**src/rtl/display_scanner.sv**
```systemverilog
// Eight-digit multiplexed 7-segment scanner with double-buffered digit capture,
// frame-aligned updates and optional leading-zero blanking.
module display_scanner #(
    parameter int unsigned REFRESH_DIV = 100000
) (
    input  logic        clk,
    input  logic        rst_n,
    input  logic        load,
    input  logic [31:0] digits,
    input  logic [7:0]  dp_in,
    input  logic        blank_lz,
    output logic [2:0]  refreshcounter,
    output logic [6:0]  cathode,
    output logic        dp,
    output logic        pending,
    output logic        frame_done
);

    localparam int unsigned DIV_W = (REFRESH_DIV > 2) ? $clog2(REFRESH_DIV) : 1;
    localparam logic [DIV_W-1:0] DIV_MAX = DIV_W'(REFRESH_DIV - 1);

    logic [DIV_W-1:0] div;
    logic [31:0]      stage_d;
    logic [7:0]       stage_dp;
    logic [31:0]      act_d;
    logic [7:0]       act_dp;
    logic             blank_q;
    logic             tick;
    logic             boundary;
    logic [7:0]       lead_zero;
    logic [3:0]       cur_code;
    logic [6:0]       seg;

    assign tick     = (div == DIV_MAX);
    assign boundary = tick && (refreshcounter == 3'd7);

    // Slot timing, staging/active buffers and the frame pulse.
    always_ff @(posedge clk) begin
        if (!rst_n) begin
            div            <= '0;
            refreshcounter <= 3'd0;
            stage_d        <= '0;
            stage_dp       <= '0;
            act_d          <= '0;
            act_dp         <= '0;
            pending        <= 1'b0;
            frame_done     <= 1'b0;
            blank_q        <= 1'b0;
        end else begin
            div        <= tick ? '0 : div + 1'b1;
            frame_done <= boundary;
            blank_q    <= blank_lz;
            if (tick) begin
                refreshcounter <= refreshcounter + 3'd1;
            end
            // Active takes the pre-edge staging, so a coincident load waits a frame.
            if (boundary && pending) begin
                act_d  <= stage_d;
                act_dp <= stage_dp;
            end
            if (load) begin
                stage_d  <= digits;
                stage_dp <= dp_in;
                pending  <= 1'b1;
            end else if (boundary) begin
                pending <= 1'b0;
            end
        end
    end

    // A zero is leading while nothing in 1..9 or minus sits above it.
    always_comb begin : lz_scan
        logic       leading;
        logic [3:0] code;
        lead_zero = '0;
        leading   = 1'b1;
        code      = '0;
        for (int i = 7; i >= 1; i--) begin
            code         = act_d[4*i +: 4];
            lead_zero[i] = leading && (code == 4'h0);
            if ((code >= 4'h1) && (code <= 4'hA)) begin
                leading = 1'b0;
            end
        end
    end

    assign cur_code = act_d[{refreshcounter, 2'b00} +: 4];

    always_comb begin
        seg = 7'b1111111;
        case (cur_code)
            4'h0:    seg = 7'b1000000;
            4'h1:    seg = 7'b1111001;
            4'h2:    seg = 7'b0100100;
            4'h3:    seg = 7'b0110000;
            4'h4:    seg = 7'b0011001;
            4'h5:    seg = 7'b0010010;
            4'h6:    seg = 7'b0000010;
            4'h7:    seg = 7'b1111000;
            4'h8:    seg = 7'b0000000;
            4'h9:    seg = 7'b0010000;
            4'hA:    seg = 7'b0111111;
            default: seg = 7'b1111111;
        endcase
    end

    assign cathode = (blank_q && lead_zero[refreshcounter]) ? 7'b1111111 : seg;
    assign dp      = ~act_dp[refreshcounter];

endmodule

```
**config.mk**
```make
export PLATFORM = sky130hd
export DESIGN_NAME = display_scanner
export DESIGN_NICKNAME = d
export VERILOG_FILES = /design/src/rtl/display_scanner.sv
export SDC_FILE = /design/constraint.sdc
export NUM_CORES = 1
export LEC_CHECK = 0
export CORE_MARGIN = 2
export CORE_UTILIZATION = 40
export DETAILED_ROUTE_END_ITERATION = 7
export DONT_BUFFER_PORTS = 1
export GPL_TIMING_DRIVEN = 0
export PLACE_DENSITY = 0.57
export SYNTH_ARGS = -nofsm -noshare
export SYNTH_HDL_FRONTEND = slang
export SYNTH_SLANG_ARGS = --single-unit
```
**constraint.sdc**
```tcl
create_clock -name clk -period 3.3 [get_ports clk]
set_clock_uncertainty 0.2 [all_clocks]
set_input_delay 0.165 -clock clk [delete_from_list [all_inputs] [get_ports clk]]
set_output_delay 0.165 -clock clk [all_outputs]
set_load 0.03 [all_outputs]
```
After elaboration in Yosys (flattened, before gate mapping)
Memories as Yosys holds them, arrays and structs flattened.
Cells that the tools add are included.
{"block": "totals", "ff_bits": 103, "n_memories": 1, "input_bits": 44, "rom_bits": 112}
{"memory": "(no name shown)", "words": 16, "word_bits": 7, "read_ports": 1, "rd_ports_with_merged_regs": 0, "wr": 0, "line": "91", "text": "case (cur_code)"}
{"block": "classes", "mux": 13, "n_eq_ne": 2, "reduce_logical": 24, "add_sub_neg": 2, "shifts": 1, "bitwise_logic": 2, "magnitude_cmp": 13}
{"cell": "$shiftx A32 B6 Y4", "count": 1}
{"cell": "$logic_not A4 Y1", "count": 7}
{"cell": "$ge A4 B1 Y1 const B", "count": 6}
{"cell": "$le A4 B4 Y1 const B", "count": 6}
{"cell": "$add A17 B1 Y17 const B", "count": 1}
{"cell": "$eq A17 B17 Y1 const B", "count": 1}
{"cell": "$logic_and A1 B1 Y1", "count": 15}
{"cell": "$mux W1", "count": 10}
{"cell": "$mux W7", "count": 1}
{"cell": "$bmux W1 S3", "count": 2}
{"cell": "$lt A3 B4 Y1 const B", "count": 1}
{"cell": "$add A3 B1 Y3 const B", "count": 1}
{"cell": "$eq A3 B3 Y1 const B", "count": 1}
{"cell": "$not A1 Y1", "count": 2}
{"cell": "$reduce_bool A2 Y1", "count": 1}
{"cell": "$reduce_or A2 Y1", "count": 1}

Longest topological paths before layout
{"block": "logic_depth", "depth_word": 13, "depth_mapped": 10, "ltp_nobuf": 8}

Worst setup path after synthesis
OpenSTA, ideal clock, no wires.
{"block": "synth_timing", "path_kind": "register -> output", "from": "register refreshcounter[0]", "to": "output port cathode[2]", "path_buffers": 2, "stages_incl_launch_ff": 8, "t_arrival_ns": 2.421, "path_slack_ns": 0.514, "path_cell_list": "dfxtp_1 > buf_6 > buf_6 > mux4_2 > mux2i_1 > ha_1 > a21oi_1 > o22ai_1"}
{"block": "synth_between", "elab_chain_cells": 4, "word_cells_on_any_way": 6, "classes_between": "1 x shift; 3 x mux; 1 x reduce/logical; 1 x memory"}
{"item": "start, declared", "line": "12", "text": "output logic [2:0] refreshcounter,"}
{"item": "start signal, assigned", "line": "54", "text": "refreshcounter <= refreshcounter + 3'd1;"}
{"item": "parallel branches: the longest is 3 deep, another holds $mem_v2 Z16 W7"}
{"item": "$mux W7 (*)", "line": "107", "text": "assign cathode = (blank_q && lead_zero[refreshcounter]) ? 7'b1111111 : seg;"}
{"item": "end, declared", "line": "13", "text": "output logic [6:0] cathode,"}
Every way passes the cells marked *. The select of a mux whose other input is x is not followed.

Final worst setup path
{"block": "layout_timing", "from": "register refreshcounter[0]", "to": "output port cathode[0]"}
The elaborated chain is that of the path after synthesis.

==> results.tsv <==
metric	value	unit
grt_pass1_vias	3099	
gp_congestion	0.834	
ys_seq_elements	103	
synthArstFlopShare	0	%
rsz0062_at_grt	no	
ys.flop_type	dfxtp_1	
cts_tree	yes	
post-place-cells	588	
hpwlAfterDp	7240	um
pwr-share-seq	51.3	%
startpoint	refreshcounter[0]	
nets	550	
area.sequential	2060	um2
yosysSeqAreaShare	43.4	%
synthToLayoutAreaGrowth	19.8	%
slew_headroom	35.8	%
io_pins	57	
r2r_cells	6	
insertion_delay	0.35	ns
nFillCells	1051	
switching_share	21.7	%
fmax	0.319	GHz
fin_cells	646	
tns	0	ns
drtAntennaViolNets	0	
crit_top_cell	buf_6	
hold_path_class	in2reg	
clockRootBuffer	clkbuf_16	
avgSynthCellArea	10.7	um2
crit_arrival	2.77	ns
crit_chain	buf_6 -> buf_6 -> mux4_2 -> mux2i_4 -> inv_1 -> ha_1 -> nor2_1 -> o21ai_1 -> o2bb2ai_1	
netlist_instances	445	
cp_slowest_cell	mux4_2	
n_antenna_cell	0	
grtUsageTotal	15.8	%
powerDensity	445	nW/um2
start_util	41.2	%
end_kind	output pin	
multi_input_area	2530	um2
required	2.93	ns
max-clock-path-buffers	2	
r2r_slack	1.18	ns
vias	3212	
crit_end	cathode[0]	
via_per_inst	4.97	
synth_cell_types	41	
fin_crit_sh	95.1	%
hold_ws	0.00440	ns
clkTransAtPathRegs	0.07	ns
cpPeakStageDelay	0.56	ns
ys_top_cells_by_count	dfxtp_1, mux2i_1, nor2b_1, nor2_1, clkbuf_1	
comb_power_share	5.7	%
synth_area_leaders	dfxtp_1, mux2i_1, nor2b_1, mux4_2, ha_1	
intPower	0.00198	W
p_sw	0.000549	W
rows	39	
post-cts-setup-buffer-count	0	
core	11500	um2
grt-ovfl-total	0	
grt_max_degree	18	
hold_viol	0	
yosysMostFrequentCell	dfxtp_1	
r2r-end	act_d[3]	
max-vdd-ir-drop	0.340	mV
netlist.area_leader.share	43.4	%
io_buffers	0	
clkPwrFrac	42.9	%
reg2reg_from	div[5]	
maxSlewViolCount	0	
synth.cell_area	4750	um2
outcome	finished, violations left	
period_minus_slack	3.14	ns
crit_path_start_kind	flop	
final_layout_size_suffix_gt1_share	9.74	%
drc	3	
first_pass_iters	6	
worstMarginPinSlew	0.953	ns
die_h	113	um
synth_top_area_cell	dfxtp_1	
critPathKind	reg2out	
setup_viol	0	
routedWlPerCell	15.0	um
die-width	113	um
cp_max_fo	10	
wl	9710	um
cts_sinks	103	
synth_edf_count	0	
p_leak	2.49	nW
cts.htree.levels	3	
antenna_found_initial	0	
syn_nets	497	
maxCapViolCount	0	
grt_pass1_wl	15900	um
drtIter0Drc	75	
yosysWarnings	0	
cts_buffers	9	
fp.dieArea	12800	um2
violations	design-rule violations	
[power by group through the flow]
stage | clock, W | combinational (W) | sequential (W)
6_report | 0.00109 | 0.000145 | 0.00130
4_1_cts | 0.00112 | 0.000148 | 0.00130
5_1_grt | 0.00118 | 0.000161 | 0.00130
3_5_place_dp | 0 | 0.000106 | 0.00133
3_3_place_gp | 0 | 0.000103 | 0.00133
2_1_floorplan | 0 | 0.0000867 | 0.00132
[layout make-up]
class | count | area share (%)
Clock buffer | 11 | 4.27
Sequential cell | 103 | 36.3
Tap cell | 143 | 3.14
Clock inverter | 5 | 1.14
Timing Repair Buffer | 42 | 7.39
Buffer | 27 | 2.97
Multi-Input combinational cell | 310 | 44.5
Inverter | 5 | 0.330
[layer usage]
layer	share of wire [%]	global-route usage (%)	vias up
li1	-	-	1653
met1	47	20.3	1482
met2	46	25.3	67
met3	5.5	5.73	10
met4	1.3	4.23	0
met5	0	0	-
[timing repair]
| item | in CTS | in global routing |
|---|---|---|
| hold buffers | 42 | 0 |
| endpoints found under the setup margin | 6 | 3 |
| resized for setup | 6 | 2 |
| hold endpoints to repair | 48 | 0 |
[critical path: cells and delay by family (launching register included)]
family | cells | cell delay, ns
multiplexers | 2 | 0.81
flip-flops | 1 | 0.48
AO/OA/AOI/OAI | 2 | 0.38
buffers and inverters | 3 | 0.46
adder cells (fa/ha/maj) | 1 | 0.18
AND/OR/NAND/NOR | 1 | 0.11
[worst min path at each step]
stage | start | endpoint | slack [ns] | cells after the start
floorplan | blank_lz | blank_q | 0.09 | 1
global route | rst_n | act_d[28] | 0.04 | 2
global placement | blank_lz | blank_q | 0.11 | 1
finish | rst_n | act_d[25] | 0.004 | 2
CTS | rst_n | act_d[28] | 0.01 | 2
detailed placement | blank_lz | blank_q | 0.11 | 1
[metrics by stage]
step                      cell area (um2)  utilization (%)  worst slack [ns]  power (W)
final                                5690             49.4             0.162    0.00253
after global routing                 5690             49.4            0.0411    0.00264
after CTS                            5680             49.3            0.0330    0.00257
after detailed placement             4930             42.8             0.180    0.00143
after global placement               4930             42.8             0.204    0.00143
after floorplan                      4750                -             0.514    0.00141
[state kept, by name, indices dropped and copies added, names as in the netlist]
signal          count
stage_d            32
act_d              32
frame_done          1
refreshcounter      3
blank_q             1
div                17
stage_dp            8
pending             1
act_dp              8
[cell usage in the layout, fill, tap and decap left out, drive strengths merged, types with 2 or more instances in the layout]
cell,netlist,layout
and3,5,5
dlygate4sd3,0,42
o22ai,2,2
nor3b,2,2
nand4,3,3
mux2,2,2
mux2i,89,89
xor2,11,11
nand3,8,8
o2bb2ai,3,3
nor3,3,3
buf,13,13
inv,5,7
o21ai,5,5
clkbuf,14,25
or3,2,2
nor4,8,8
xnor2,6,6
nand2,9,9
mux4,10,10
and2,7,7
dfxtp,103,103
a21oi,8,8
a21o,5,5
nor2,21,21
ha,8,8
nor2b,84,84
[kinds of logic (layout without fill, tap and decap cells)]
group           count (synthesis)  in the layout  synth area share (%)
xor+xnor                       17             17                  3.13
fa+ha+maj                       8              8                  2.11
flops                         103            103                  43.4
compound gates                 28             28                  3.77
simple gates                  156            156                  19.7
mux                           101            101                  24.0
buf+inv                        32             90                  3.95
Note: power is estimated with default switching activity, not from simulation.
